## config.mk

```make
export PLATFORM = sky130hd
export DESIGN_NAME = i2c_slave_regs
export DESIGN_NICKNAME = d
export VERILOG_FILES = /design/src/rtl/i2c_slave_regs.sv
export SDC_FILE = /design/constraint.sdc
export NUM_CORES = 1
export LEC_CHECK = 0
export ABC_AREA = 1
export BUFFER_PORTS_ARGS = -buffer_cell sky130_fd_sc_hd__buf_2
export CORE_MARGIN = 5
export CORE_UTILIZATION = 55
export CTS_CLUSTER_SIZE = 40
export DETAILED_ROUTE_END_ITERATION = 8
export HOLD_SLACK_MARGIN = 0.03
export PLACE_DENSITY = 0.72
export SYNTH_ARGS = -nofsm -noshare
export SYNTH_HDL_FRONTEND = slang
export SYNTH_SLANG_ARGS = --single-unit
```

## constraint.sdc

```tcl
create_clock -name clk -period 4.9 [get_ports clk]
set_input_delay 0 -clock clk [delete_from_list [all_inputs] [get_ports clk]]
set_output_delay 0 -clock clk [all_outputs]
set_load 0.02 [all_outputs]
```

## src/rtl/i2c_slave_regs.sv

```systemverilog
// I2C slave with a 2^REG_AW byte register file, pointer auto-increment bursts,
// repeated START support, and a local read port plus write-notify strobe.
module i2c_slave_regs #(
    parameter logic [6:0] SLAVE_ADDR = 7'h53,
    parameter int         REG_AW     = 4
) (
    input  logic              clk,
    input  logic              rstn,
    input  logic              SCL_i,
    input  logic              SDA_i,
    output logic              SDA_in_en,
    output logic              SDA_o,
    output logic              wr_stb,
    output logic [REG_AW-1:0] wr_addr,
    output logic [7:0]        wr_data,
    input  logic [REG_AW-1:0] loc_addr,
    output logic [7:0]        loc_rdata,
    output logic              busy,
    output logic [2:0]        state_o
);

    localparam int DEPTH = 1 << REG_AW;
    localparam logic [REG_AW-1:0] PTR_ONE = 1;

    typedef enum logic [2:0] {
        IDLE    = 3'd0,
        ADDR    = 3'd1,
        ACK_A   = 3'd2,
        WR_BYTE = 3'd3,
        ACK_W   = 3'd4,
        RD_BYTE = 3'd5,
        ACK_R   = 3'd6,
        IGNORE  = 3'd7
    } state_t;

    state_t            state_q, state_d;
    logic [2:0]        scl_sync_q, sda_sync_q;
    logic [3:0]        cnt_q, cnt_d;
    logic [7:0]        shift_q, shift_d;
    logic [REG_AW-1:0] ptr_q, ptr_d;
    logic              first_q, first_d;
    logic              rw_q, rw_d;
    logic              drive_q, drive_d;
    logic              busy_q, busy_d;
    logic              wr_stb_q, wr_stb_d;
    logic [REG_AW-1:0] wr_addr_q, wr_addr_d;
    logic [7:0]        wr_data_q, wr_data_d;
    logic              reg_we;
    logic [7:0]        regs_q [DEPTH];

    logic scl_rise, scl_fall, scl_hi, sda_s, start_det, stop_det;

    // Bits [1] are the synchronised pins, bits [2] the history flops.
    // START/STOP only qualify while SCL is stable high, so a simultaneous
    // SCL change wins and suppresses them.
    assign sda_s     = sda_sync_q[1];
    assign scl_rise  = scl_sync_q[1] & ~scl_sync_q[2];
    assign scl_fall  = ~scl_sync_q[1] & scl_sync_q[2];
    assign scl_hi    = scl_sync_q[1] & scl_sync_q[2];
    assign start_det = scl_hi & sda_sync_q[2] & ~sda_sync_q[1];
    assign stop_det  = scl_hi & ~sda_sync_q[2] & sda_sync_q[1];

    always_ff @(posedge clk or negedge rstn) begin
        if (!rstn) begin
            scl_sync_q <= 3'b111;
            sda_sync_q <= 3'b111;
            state_q    <= IDLE;
            cnt_q      <= '0;
            shift_q    <= '0;
            ptr_q      <= '0;
            first_q    <= 1'b0;
            rw_q       <= 1'b0;
            drive_q    <= 1'b0;
            busy_q     <= 1'b0;
            wr_stb_q   <= 1'b0;
            wr_addr_q  <= '0;
            wr_data_q  <= '0;
        end else begin
            scl_sync_q <= {scl_sync_q[1:0], SCL_i};
            sda_sync_q <= {sda_sync_q[1:0], SDA_i};
            state_q    <= state_d;
            cnt_q      <= cnt_d;
            shift_q    <= shift_d;
            ptr_q      <= ptr_d;
            first_q    <= first_d;
            rw_q       <= rw_d;
            drive_q    <= drive_d;
            busy_q     <= busy_d;
            wr_stb_q   <= wr_stb_d;
            wr_addr_q  <= wr_addr_d;
            wr_data_q  <= wr_data_d;
        end
    end

    always_ff @(posedge clk or negedge rstn) begin
        if (!rstn) begin
            for (int i = 0; i < DEPTH; i++) regs_q[i] <= '0;
        end else if (reg_we) begin
            regs_q[ptr_q] <= shift_q;
        end
    end

    always_comb begin
        state_d   = state_q;
        cnt_d     = cnt_q;
        shift_d   = shift_q;
        ptr_d     = ptr_q;
        first_d   = first_q;
        rw_d      = rw_q;
        drive_d   = drive_q;
        busy_d    = busy_q;
        wr_stb_d  = 1'b0;
        wr_addr_d = wr_addr_q;
        wr_data_d = wr_data_q;
        reg_we    = 1'b0;

        if (stop_det) begin
            state_d = IDLE;
            drive_d = 1'b0;
            busy_d  = 1'b0;
        end else if (start_det) begin
            state_d = ADDR;
            cnt_d   = '0;
            drive_d = 1'b0;
            busy_d  = 1'b1;
        end else begin
            case (state_q)
                IDLE: ;
                ADDR: begin
                    if (scl_rise) begin
                        shift_d = {shift_q[6:0], sda_s};
                        cnt_d   = cnt_q + 4'd1;
                    end else if (scl_fall && cnt_q == 4'd8) begin
                        cnt_d = '0;
                        if (shift_q[7:1] == SLAVE_ADDR) begin
                            state_d = ACK_A;
                            drive_d = 1'b1;
                            rw_d    = shift_q[0];
                        end else begin
                            state_d = IGNORE;
                        end
                    end
                end
                ACK_A: begin
                    if (scl_fall) begin
                        cnt_d = '0;
                        if (!rw_q) begin
                            state_d = WR_BYTE;
                            first_d = 1'b1;
                            drive_d = 1'b0;
                        end else begin
                            // Bit 7 of the read byte goes out on the same fall that ends ACK.
                            state_d = RD_BYTE;
                            shift_d = regs_q[ptr_q];
                            drive_d = ~regs_q[ptr_q][7];
                        end
                    end
                end
                WR_BYTE: begin
                    if (scl_rise) begin
                        shift_d = {shift_q[6:0], sda_s};
                        cnt_d   = cnt_q + 4'd1;
                    end else if (scl_fall && cnt_q == 4'd8) begin
                        cnt_d   = '0;
                        drive_d = 1'b1;
                        state_d = ACK_W;
                        if (first_q) begin
                            ptr_d   = shift_q[REG_AW-1:0];
                            first_d = 1'b0;
                        end else begin
                            reg_we    = 1'b1;
                            wr_stb_d  = 1'b1;
                            wr_addr_d = ptr_q;
                            wr_data_d = shift_q;
                            ptr_d     = ptr_q + PTR_ONE;
                        end
                    end
                end
                ACK_W: begin
                    if (scl_fall) begin
                        drive_d = 1'b0;
                        state_d = WR_BYTE;
                    end
                end
                RD_BYTE: begin
                    if (scl_rise) begin
                        cnt_d = cnt_q + 4'd1;
                    end else if (scl_fall) begin
                        if (cnt_q == 4'd8) begin
                            cnt_d   = '0;
                            drive_d = 1'b0;
                            ptr_d   = ptr_q + PTR_ONE;
                            state_d = ACK_R;
                        end else begin
                            shift_d = {shift_q[6:0], 1'b0};
                            drive_d = ~shift_q[6];
                        end
                    end
                end
                ACK_R: begin
                    if (scl_rise) begin
                        if (sda_s) state_d = IGNORE;
                        else       cnt_d   = 4'd1;
                    end else if (scl_fall && cnt_q == 4'd1) begin
                        cnt_d   = '0;
                        shift_d = regs_q[ptr_q];
                        drive_d = ~regs_q[ptr_q][7];
                        state_d = RD_BYTE;
                    end
                end
                IGNORE: drive_d = 1'b0;
                default: begin
                    state_d = IDLE;
                    drive_d = 1'b0;
                end
            endcase
        end
    end

    // Open drain: the pad is either released (reads back 1) or pulled to 0.
    assign SDA_in_en = ~drive_q;
    assign SDA_o     = ~drive_q;
    assign wr_stb    = wr_stb_q;
    assign wr_addr   = wr_addr_q;
    assign wr_data   = wr_data_q;
    assign busy      = busy_q;
    assign loc_rdata = regs_q[loc_addr];
    assign state_o   = state_q;

endmodule

```

==> summary.log <==
INFO  outcome        run_status=complete, no violations
INFO  setup_path     worst-endpoint-arrival=3.11ns
INFO  drt            via_per_inst=5.63
INFO  logic_synthesis synth_top_family_by_area=simple AND/OR/NAND/NOR gates
INFO  setup_path     setup.worst_path.class=reg -> reg
INFO  drt            routed-via-count=9304
INFO  clocking       clock_sinks=170
INFO  setup_path     cp_slowest_cell=sky130_fd_sc_hd__dfstp_2
INFO  drt            detail_route.iter0.violations=990
INFO  timing         clock.fmax=353MHz
INFO  logic_synthesis synth_cell_type_count=35
INFO  drt            routed_wire_length_per_instance=17.3um
INFO  clocking       max-clock-path-buffers=2
INFO  flow_run       cap_violations=0
INFO  power_and_ir_drop cellPowerDensity=378nW/um^2
INFO  layout         layoutNonFillerInstCount=1652
INFO  logic_synthesis postSynthNetCount=1447
INFO  power_and_ir_drop vdd_ir_drop_max=263uV
INFO  die            fp.coreArea=18100squm
INFO  clocking       tritoncts.num_buffers=17
INFO  setup_path     buffers_inverters_on_critical_path=2
INFO  timing         period_minus_slack=2.83ns
INFO  clocking       cts.clk_slew.worst_paths=0.07ns
INFO  layout         final_core_utilization=60.1%
INFO  die            num_io_pins=35
INFO  die            die_outline_area=21300squm
INFO  drt            drt_drc_violations_left=0
INFO  die            initial_core_util=56.2%
INFO  layout         final_area=10900squm
INFO  timing         setup-tns-final=0ns
INFO  timing         timing.final.ws_setup=2.07ns
INFO  logic_synthesis synth_sequential_area_ratio=42.0%
INFO  drt            antenna_violating_nets_post_route=0
INFO  timing         rsz_0062_raised_after_global_routing=false
INFO  power_and_ir_drop p_leak=5.30nW
INFO  setup_path     critical_path.top_delay_family=simple AND/OR/NAND/NOR gates
INFO  worst_hold_path hold_class=in -> async
INFO  layout         mostFrequentLayoutCells=470 x sky130_fd_sc_hd__nand2_1, 163 x sky130_fd_sc_hd__dfrtp_1, 149 x sky130_fd_sc_hd__nor2_1
INFO  global_route   gr-usage-all-layers=27.2%
INFO  timing         finalHoldWorstSlack=0.136ns
INFO  setup_path     startpoint_type=flop
INFO  logic_synthesis synth_ff_type=sky130_fd_sc_hd__dfrtp_1
INFO  layout         mostFrequentLayoutCell=sky130_fd_sc_hd__nand2_1
INFO  die            number_of_placement_rows=49
INFO  place          placed_cells_incl_taps=1617
INFO  logic_synthesis yosys.area_share.simple=29.5%
INFO  logic_synthesis yosys.area_share.adder=1.23%
INFO  place          post-place-ws=2.07ns
INFO  layout         diodes=0
INFO  logic_synthesis synthMuxAreaShare=0%
INFO  logic_synthesis synth.avg_cell_area=7.11squm
INFO  setup_path     critical_path_sink_type=flop
INFO  logic_synthesis xor_xnor_cell_area_share_of_the_yosys_netlist=0.172%
INFO  setup_path     timing.critical_path.fanout_max=29
INFO  layout         final_nets=1428
INFO  power_and_ir_drop post-layout-total-power=4.11mW
INFO  place          postPlaceCellArea=10300squm
INFO  logic_synthesis ys_warn_count=0
INFO  global_route   global_route.overflow_total=0
INFO  global_route   first_global_vias=8580
INFO  clocking       worst_skew_pair.late_latency=0.44ns
INFO  layout         layout-area-overhead-vs-synth=7.03%
INFO  setup_path     max_stage_delay=0.55ns
INFO  logic_synthesis netlist_area=10200squm
INFO  timing         hold_viol_final=0
INFO  place          hpwl=18.5mm
INFO  setup_path     worst-endpoint-required=5.17ns
INFO  die            die-width=146um
INFO  logic_synthesis compound_gate_portion_of_the_synthesized_area=17.5%
INFO  setup_path     critical_path.cell_chain=inv_1, ha_1, inv_1, nand4_4, nor2_4, nand2_1, nand2_1, o21ai_0
INFO  timing         setup_viol=0
INFO  drt            postRouteWirelength=28.6mm
INFO  logic_synthesis synth-edff-count=0
INFO  drt            drt-pass1-iter-count=5
INFO  layout         drive_above_1_share=11.3%
INFO  place          place.gp.congestion=0.898
INFO  die            die_height=146um
INFO  logic_synthesis async_reset_ff_share=100%
INFO  timing         finClkSkew=0.0105ns
INFO  timing         maxSlewViolCount=0
INFO  logic_synthesis synth.ff_latch_count=170
INFO  clocking       cts.htree.levels=4
INFO  global_route   grt_pass1_wl=46.1mm
INFO  global_route   antenna_found_initial=0
INFO  place          io_buffer_count=34
INFO  clocking       cts_tree=built
INFO  timing         finalCritPeriodShare=57.8%
INFO  logic_synthesis instance_count_of_the_mapped_netlist=1429
INFO  timing         slew_headroom=26.1%
INFO  global_route   grt_start_max_net_pins=94
INFO  clocking       clockRootBuffer=sky130_fd_sc_hd__clkbuf_16
INFO  timing         tightest_slew=1.11ns
==> cell families (layout without fill, tap and decap cells) <==
group	Yosys count	in the layout
AND/OR/NAND/NOR	713	713
AO/OA/AOI/OAI	309	309
buffers and inverters	225	219
flip-flops	170	170
adder cells (fa/ha/maj)	10	10
XOR/XNOR	2	2
==> worst paths after layout <==
check,to,startpoint,slack [ns],cells after the start
worst max-delay path,regs_q[119],scl_sync_q[2],2.07,8
worst min-delay path,regs_q[98],rstn,0.14,2
worst max register to register,regs_q[119],scl_sync_q[2],2.07,8
worst min register to register,sda_sync_q[1],sda_sync_q[0],0.35,0
max in group asynchronous,ptr_q[0],rstn,3.78,3
min in group clk,scl_sync_q[0],SCL_i,0.20,2
==> power by group <==
part | switching [mW] | internal, mW
sequential | 0.0838 | 1.47
clock | 0.651 | 0.734
combinational | 0.899 | 0.269
total | 1.63 | 2.48
==> state kept, by name (all words and copies together), names as in the netlist <==
| name | count |
|---|---|
| wr_data | 8 |
| drive_q | 1 |
| shift_q | 8 |
| cnt_q | 4 |
| first_q | 1 |
| busy | 1 |
| sda_sync_q | 3 |
| scl_sync_q | 3 |
| ptr_q | 4 |
| state_o | 3 |
| wr_addr | 4 |
| wr_stb | 1 |
| rw_q | 1 |
| regs_q | 128 |
==> metal layers <==
metal	vias to the layer above	track usage [%]	part of all wire [%]
li1	4507	-	-
met1	4343	38.4	44
met2	386	41.5	45
met3	68	6.07	7.7
met4	0	9.64	2.6
met5	-	0	0
==> synth_stat cells, drive strengths merged (4+ instances only) <==
master	count	area, sq um
a21oi	70	354
buf	33	254
clkbuf	50	188
dfrtp	164	4100
dfstp	6	158
ha	10	125
inv	139	522
nand2	486	1920
nand3	54	288
nand4	9	71.3
nor2	159	683
nor3	4	30.0
o21ai	222	1280
o221ai	16	140
==> area by class of cell <==
class	count	area, sq um
clock inverter	14	145
sequential	170	4270
tap	229	287
timing repair buffer	45	282
multi-input combinational	1034	4920
clock buffer	18	439
inverter	142	534
fill	1711	7210
==> worst register-to-register path, stage by stage (launching register included) <==
cell and delay, ns:
sky130_fd_sc_hd__dfstp_2 0.55, sky130_fd_sc_hd__inv_1 0.04, sky130_fd_sc_hd__ha_1 0.28, sky130_fd_sc_hd__inv_1 0.22, sky130_fd_sc_hd__nand4_4 0.51, sky130_fd_sc_hd__nor2_4 0.41
sky130_fd_sc_hd__nand2_1 0.40, sky130_fd_sc_hd__nand2_1 0.16, sky130_fd_sc_hd__o21ai_0 0.10
==> repair_timing <==
| item | 4_1_cts | 5_1_grt |
|---|---|---|
| endpoints found under the setup margin | 0 | 0 |
| hold buffers | 3 | 0 |
| hold endpoints to repair | 81 | 0 |
| buffers inserted | 0 | 0 |
| resized for setup | 0 | 0 |
(Power assumes the default switching activity.)
